## src/rtl/soil_moisture_classifier_pkg.sv

```systemverilog
// Shared soil-condition class encoding and classifier FSM states.
// The pump controller imports the same class constants.
package soil_moisture_classifier_pkg;

  typedef logic [1:0] soil_class_t;

  localparam soil_class_t CLASS_DRY     = 2'b00;
  localparam soil_class_t CLASS_OPTIMAL = 2'b01;
  localparam soil_class_t CLASS_WET     = 2'b10;
  localparam soil_class_t CLASS_FAULT   = 2'b11;

  typedef enum logic [1:0] {
    ST_INIT    = 2'd0,
    ST_TRACK   = 2'd1,
    ST_CONFIRM = 2'd2
  } state_t;

endpackage

```

## src/rtl/soil_moisture_classifier_window_averager.sv

```systemverilog
// Fixed-length window accumulator: presents the window mean, done strobe and
// rail flag combinationally in the cycle the final sample is accepted.
module soil_moisture_classifier_window_averager #(
  parameter int unsigned SAMPLE_W = 12,
  parameter int unsigned AVG_LOG2 = 2
) (
  input  logic                clk,
  input  logic                rst_n,
  input  logic                flush,
  input  logic                sample_valid,
  input  logic [SAMPLE_W-1:0] sample,
  output logic                done_c,
  output logic [SAMPLE_W-1:0] mean_c,
  output logic                rail_c
);

  localparam int unsigned ACC_W   = SAMPLE_W + AVG_LOG2;
  localparam int unsigned CNT_W   = (AVG_LOG2 > 0) ? AVG_LOG2 : 1;
  localparam int unsigned AVG_LEN = 2 ** AVG_LOG2;

  logic [ACC_W-1:0] acc;
  logic [ACC_W-1:0] sum_c;
  logic [CNT_W-1:0] cnt;
  logic             rail_acc;
  logic             last_c;
  logic             sample_rail_c;

  always_comb begin
    sum_c         = acc + ACC_W'(sample);
    last_c        = (cnt == CNT_W'(AVG_LEN - 1));
    done_c        = sample_valid & ~flush & last_c;
    mean_c        = SAMPLE_W'(sum_c >> AVG_LOG2);
    sample_rail_c = (sample == '0) | (sample == '1);
    rail_c        = rail_acc | sample_rail_c;
  end

  // Accumulator restarts on the cycle after the last sample; flush drops the partial window.
  always_ff @(posedge clk or negedge rst_n) begin
    if (!rst_n) begin
      acc      <= '0;
      cnt      <= '0;
      rail_acc <= 1'b0;
    end else if (flush) begin
      acc      <= '0;
      cnt      <= '0;
      rail_acc <= 1'b0;
    end else if (sample_valid) begin
      if (last_c) begin
        acc      <= '0;
        cnt      <= '0;
        rail_acc <= 1'b0;
      end else begin
        acc      <= sum_c;
        cnt      <= cnt + CNT_W'(1);
        rail_acc <= rail_c;
      end
    end
  end

endmodule

```

## src/rtl/soil_moisture_classifier.sv

```systemverilog
// Soil moisture classifier: window-averaged ADC samples classified with hysteresis
// and N-window confirmation. Optional sensor rail fault: SOIL_SENSOR_FAULT_EN.
module soil_moisture_classifier
  import soil_moisture_classifier_pkg::*;
#(
  parameter int unsigned SAMPLE_W      = 12,
  parameter int unsigned AVG_LOG2      = 2,
  parameter int unsigned DRY_THR       = 1000,
  parameter int unsigned WET_THR       = 3000,
  parameter int unsigned HYST          = 100,
  parameter int unsigned CONFIRM_N     = 2,
  parameter int unsigned FAULT_WINDOWS = 2
) (
  input  logic                clk,
  input  logic                rst_n,
  input  logic                sample_valid,
  input  logic [SAMPLE_W-1:0] sample,
  input  logic                flush,
  output soil_class_t         soil_class,
  output logic                class_valid,
  output logic                class_changed,
  output logic [SAMPLE_W-1:0] window_mean,
  output logic                fault
);

  localparam int unsigned CW    = SAMPLE_W + 1;
  localparam int unsigned CNT_W = $clog2(CONFIRM_N + 1);

  localparam logic [CW-1:0] DRY_LO = CW'(DRY_THR - HYST);
  localparam logic [CW-1:0] DRY_HI = CW'(DRY_THR + HYST);
  localparam logic [CW-1:0] WET_LO = CW'(WET_THR - HYST);
  localparam logic [CW-1:0] WET_HI = CW'(WET_THR + HYST);
  localparam logic [CW-1:0] DRY_C  = CW'(DRY_THR);
  localparam logic [CW-1:0] WET_C  = CW'(WET_THR);

  logic                done_c;
  logic [SAMPLE_W-1:0] mean_c;
  logic                rail_c;

  soil_moisture_classifier_window_averager #(
    .SAMPLE_W (SAMPLE_W),
    .AVG_LOG2 (AVG_LOG2)
  ) u_avg (
    .clk          (clk),
    .rst_n        (rst_n),
    .flush        (flush),
    .sample_valid (sample_valid),
    .sample       (sample),
    .done_c       (done_c),
    .mean_c       (mean_c),
    .rail_c       (rail_c)
  );

  state_t              state, state_n;
  soil_class_t         cls_n, pending, pending_n, cand_c;
  logic [CNT_W-1:0]    cnt, cnt_n;
  logic                valid_n, changed_n, rail_hold;
  logic [SAMPLE_W-1:0] mean_n;
  logic [CW-1:0]       m_c;

`ifdef SOIL_SENSOR_FAULT_EN
  localparam int unsigned RAIL_W = $clog2(FAULT_WINDOWS + 1);
  logic              fault_q, fault_n;
  logic [RAIL_W-1:0] rail_cnt, rail_cnt_n;
  assign fault = fault_q;
`else
  logic unused_rail;
  assign unused_rail = rail_c | (FAULT_WINDOWS == 0);
  assign fault       = 1'b0;
`endif

  // Candidate class: plain thresholds in INIT, hysteresis around the committed class otherwise.
  always_comb begin
    m_c    = {1'b0, mean_c};
    cand_c = CLASS_OPTIMAL;
    if (state == ST_INIT) begin
      if (m_c < DRY_C)      cand_c = CLASS_DRY;
      else if (m_c > WET_C) cand_c = CLASS_WET;
    end else begin
      case (soil_class)
        CLASS_DRY: begin
          if (m_c >= DRY_HI) cand_c = (m_c > WET_HI) ? CLASS_WET : CLASS_OPTIMAL;
          else               cand_c = CLASS_DRY;
        end
        CLASS_WET: begin
          if (m_c <= WET_LO) cand_c = (m_c < DRY_LO) ? CLASS_DRY : CLASS_OPTIMAL;
          else               cand_c = CLASS_WET;
        end
        default: begin
          if (m_c < DRY_LO)      cand_c = CLASS_DRY;
          else if (m_c > WET_HI) cand_c = CLASS_WET;
        end
      endcase
    end
  end

  always_comb begin
    state_n   = state;
    cls_n     = soil_class;
    pending_n = pending;
    cnt_n     = cnt;
    valid_n   = 1'b0;
    changed_n = 1'b0;
    mean_n    = window_mean;
    rail_hold = 1'b0;
`ifdef SOIL_SENSOR_FAULT_EN
    fault_n    = fault_q;
    rail_cnt_n = rail_cnt;
`endif
    if (flush) begin
      state_n   = ST_INIT;
      cls_n     = CLASS_OPTIMAL;
      pending_n = CLASS_OPTIMAL;
      cnt_n     = '0;
`ifdef SOIL_SENSOR_FAULT_EN
      fault_n    = 1'b0;
      rail_cnt_n = '0;
`endif
    end else if (done_c) begin
      valid_n = 1'b1;
      mean_n  = mean_c;
`ifdef SOIL_SENSOR_FAULT_EN
      // Rail windows count up; reaching the limit forces FAULT and re-initialises.
      if (rail_c) begin
        if (rail_cnt != RAIL_W'(FAULT_WINDOWS)) rail_cnt_n = rail_cnt + RAIL_W'(1);
        if (fault_q) begin
          rail_hold = 1'b1;
        end else if (rail_cnt_n == RAIL_W'(FAULT_WINDOWS)) begin
          rail_hold = 1'b1;
          fault_n   = 1'b1;
          cls_n     = CLASS_FAULT;
          changed_n = 1'b1;
          state_n   = ST_INIT;
          cnt_n     = '0;
        end
      end else begin
        rail_cnt_n = '0;
        fault_n    = 1'b0;
      end
`endif
      if (!rail_hold) begin
        case (state)
          ST_INIT: begin
            cls_n     = cand_c;
            changed_n = (cand_c != soil_class);
            cnt_n     = '0;
            state_n   = ST_TRACK;
          end
          ST_TRACK: begin
            if (cand_c != soil_class) begin
              pending_n = cand_c;
              if (CONFIRM_N == 1) begin
                cls_n     = cand_c;
                changed_n = 1'b1;
                cnt_n     = '0;
              end else begin
                cnt_n   = CNT_W'(1);
                state_n = ST_CONFIRM;
              end
            end
          end
          ST_CONFIRM: begin
            if (cand_c == soil_class) begin
              cnt_n   = '0;
              state_n = ST_TRACK;
            end else if (cand_c == pending) begin
              if (cnt + CNT_W'(1) == CNT_W'(CONFIRM_N)) begin
                cls_n     = cand_c;
                changed_n = 1'b1;
                cnt_n     = '0;
                state_n   = ST_TRACK;
              end else begin
                cnt_n = cnt + CNT_W'(1);
              end
            end else begin
              pending_n = cand_c;
              cnt_n     = CNT_W'(1);
            end
          end
          default: state_n = ST_INIT;
        endcase
      end
    end
  end

  always_ff @(posedge clk or negedge rst_n) begin
    if (!rst_n) begin
      state         <= ST_INIT;
      soil_class    <= CLASS_OPTIMAL;
      pending       <= CLASS_OPTIMAL;
      cnt           <= '0;
      class_valid   <= 1'b0;
      class_changed <= 1'b0;
      window_mean   <= '0;
    end else begin
      state         <= state_n;
      soil_class    <= cls_n;
      pending       <= pending_n;
      cnt           <= cnt_n;
      class_valid   <= valid_n;
      class_changed <= changed_n;
      window_mean   <= mean_n;
    end
  end

`ifdef SOIL_SENSOR_FAULT_EN
  always_ff @(posedge clk or negedge rst_n) begin
    if (!rst_n) begin
      fault_q  <= 1'b0;
      rail_cnt <= '0;
    end else begin
      fault_q  <= fault_n;
      rail_cnt <= rail_cnt_n;
    end
  end
`endif

endmodule

```

## config.mk

```make
export PLATFORM = sky130hd
export DESIGN_NAME = soil_moisture_classifier
export DESIGN_NICKNAME = d
export VERILOG_FILES = /design/src/rtl/soil_moisture_classifier_pkg.sv /design/src/rtl/soil_moisture_classifier_window_averager.sv /design/src/rtl/soil_moisture_classifier.sv
export SDC_FILE = /design/constraint.sdc
export NUM_CORES = 1
export LEC_CHECK = 0
export CAP_MARGIN = 10
export CELL_PAD_IN_SITES_DETAIL_PLACEMENT = 2
export CELL_PAD_IN_SITES_GLOBAL_PLACEMENT = 2
export CORE_MARGIN = 2
export CORE_UTILIZATION = 32
export DETAILED_ROUTE_END_ITERATION = 6
export PLACE_DENSITY_LB_ADDON = 0.1
export SLEW_MARGIN = 20
export SYNTH_ARGS = -nofsm -noshare
export SYNTH_HDL_FRONTEND = slang
export SYNTH_HIERARCHICAL = 1
export SYNTH_SLANG_ARGS = --single-unit
```

## constraint.sdc

```tcl
create_clock -name clk -period 4.8 [get_ports clk]
set_clock_uncertainty 0.1 [all_clocks]
set_input_delay 0.96 -clock clk [delete_from_list [all_inputs] [get_ports clk]]
set_output_delay 0.96 -clock clk [all_outputs]
set_load 0.05 [all_outputs]
```

==> reports/metrics.csv <==
stage,metric,value,unit
layout,mostFrequentLayoutCell,buf_4,
grt,grt_overflow_total,0,
worst_setup_path,worstPathRequired,4.90,ns
layout,postLayoutCoreUtil,0.523,
status,violations,setup timing,
cts,tritoncts,done,
timing,slew_violations,0,
layout,drive_gt1_frac,0.390,
power,power.total,1480,uW
layout,area_growth_syn_to_layout,57.0,%
worst_setup_path,cp-end-kind,flop,
grt,grt_pass1_wl,15.2,mm
floorplanning,core_area,7770,um^2
synthesis,synth_area,2590,um^2
power,irDropWorstVdd,0.125,mV
detailed_routing,vias,2643,
worst_setup_path,cp.arrival,4.98,ns
worst_hold_path,min_delay_worst_endpoint,window_mean[4]$_DFFE_PN0P_,
worst_setup_path,path_class,in -> reg,
timing,worst_slack,-0.0858,ns
floorplanning,rows,32,
place,io_buffers,31,
timing,worst_slew_pin_slew,0.941,ns
detailed_routing,vias_per_cell,5.46,
cts,cts_root_buf,clkbuf_8,
layout,stdcell_area,4060,um^2
layout,diodes,0,
place,post-dp-hpwl,6.26,mm
place,place_ws,-0.857,ns
worst_setup_path,startpoint_type,primary input,
worst_hold_path,hp-class,reg -> reg,
synthesis,syn_inst,274,
worst_setup_path,cp_max_fo,3,
floorplanning,dieArea,8830,um^2
layout,final_nets,415,
synthesis,synth_nets,308,
cts,cts_buffers,5,
power,p_leak,0.00188,uW
grt,grt_pass1_vias,2883,
place,gp_congestion,0.787,
floorplanning,die_h,93.9,um
layout,nFillCells,806,
worst_setup_path,r2r.worst_path.cells,18,
status,status,"complete, but fails checks",
layout,final_cell_mix,"buf_4, nand2_1, dfrtp_1, clkdlybuf4s50_1",
place,place_area,3470,um^2
worst_hold_path,holdPathStages,2,
synthesis,synth.avg_cell_area,9.45,um^2
cts,clk_pin_slew,0.09,ns
timing,layout_min_cycle_time,4.89,ns
floorplanning,ioPinCount,33,
detailed_routing,drc,0,
detailed_routing,drtIter0Drc,77,
grt,antenna_found_initial,0,
flow_run,maxCapViolCount,0,
cts,clk_path_buf_depth,2,
timing,finalSetupViolations,2,
timing,fmax,205,MHz
floorplanning,die_x,93.9,um
floorplanning,initial_utilization,0.333,
cts,cts_sinks,38,
synthesis,yosys_warnings,6,
detailed_routing,wl,10.4,mm
detailed_routing,wl_per_cell,21.5,um
timing,relSlewSlack,0.368,
worst_hold_path,min_from,window_mean[4]$_DFFE_PN0P_,
grt,grt_usage,0.220,
detailed_routing,first_pass_iters,4,
timing,finalHoldViolations,0,
timing,fin_crit_sh,1.02,
worst_setup_path,r2r_end,soil_class[1]$_DFFE_PN0P_,
grt,grt_max_degree,39,
timing,setup-tns-final,-0.123,ns
power,power.density,363,nW/um^2
timing,rsz0062_at_grt,true,
cts,h-tree-depth,2,
detailed_routing,final_antenna_net_count,0,
cts,clock_latency,0.31,ns
worst_setup_path,r2r-start,u_avg/acc[4]$_DFFE_PN0P_,
worst_setup_path,r2r_slack,0.18,ns
-- power by group --
| part | leakage (uW) | total, uW | switching [uW] | internal [uW] |
|---|---|---|---|---|
| Clock | 0.0000683 | 345 | 136 | 209 |
| Sequential | 0.000512 | 374 | 25.0 | 349 |
| Combinational | 0.00130 | 757 | 403 | 353 |
| Total | 0.00188 | 1480 | 565 | 911 |
-- metrics by stage --
| stage | instances | hold WS (ns) |
|---|---|---|
| final | 484 | 0.381 |
| after global routing | 484 | 0.419 |
| after CTS | 477 | 0.388 |
| after detailed placement | 459 | 0.366 |
| after global placement | 459 | 0.358 |
| after floorplan | 274 | 0.370 |
-- routing by layer --
metal  GRT usage  wire (um)  vias up
met2       0.393       5590       42
met5           0          0        -
met3      0.0313        291       17
li1            -          -     1224
met4      0.0519        209        0
met1       0.280       4310     1360
-- final cells by class --
| type | count | area [um^2] | share of cell area |
|---|---|---|---|
| tap | 102 | 128 | 0.0314 |
| multi-input combinational | 216 | 1890 | 0.465 |
| timing repair buffer | 112 | 926 | 0.228 |
| clock buffer | 5 | 68.8 | 0.0169 |
| sequential | 38 | 953 | 0.235 |
| inverter | 8 | 30.0 | 0.00739 |
| clock inverter | 3 | 68.8 | 0.0169 |
-- worst max-delay path, stage by stage --
cell and delay (ns):
buf_6 0.10, ha_4 0.16, fa_2 0.38, a21o_1 0.23
a311oi_2 0.36, o21ai_2 0.14, a21oi_2 0.19, xnor2_2 0.10
buf_4 0.15, o31a_1 0.28, a311o_1 0.30, a211o_1 0.32
a31oi_4 0.23, xnor2_2 0.09, or4_4 0.49, o21a_1 0.21
mux2_4 0.30
-- how the worst max path moves through the flow --
| stage | startpoint | endpoint | slack [ns] | cells after the start |
|---|---|---|---|---|
| final | sample[0] | soil_class[1]$_DFFE_PN0P_ | -0.09 | 17 |
| after global routing | sample[0] | soil_class[1]$_DFFE_PN0P_ | -0.27 | 22 |
| after CTS | sample[4] | soil_class[1]$_DFFE_PN0P_ | -0.06 | 16 |
| after detailed placement | sample[0] | soil_class[1]$_DFFE_PN0P_ | -0.86 | 17 |
| after global placement | sample[0] | pending[1]$_DFFE_PN0P_ | -0.75 | 19 |
| after floorplan | sample[1] | soil_class[1]$_DFFE_PN0P_ | -0.19 | 16 |
-- timing repair --
action	in CTS	in global routing
resized for setup	47	33
cloned	0	0
pin swaps	25	31
hold buffers	0	0
hold endpoints to repair	0	0
setup buffers	10	8
setup endpoints to repair	9	9
-- flip-flops by register name, summed over array words and instances (netlist names) --
signal / flops
class_changed: 1
class_valid: 1
cnt: 2
pending: 2
soil_class: 2
state: 2
u_avg/acc: 14
u_avg/cnt: 2
window_mean: 12
Note: power is estimated with default switching activity, not from simulation.
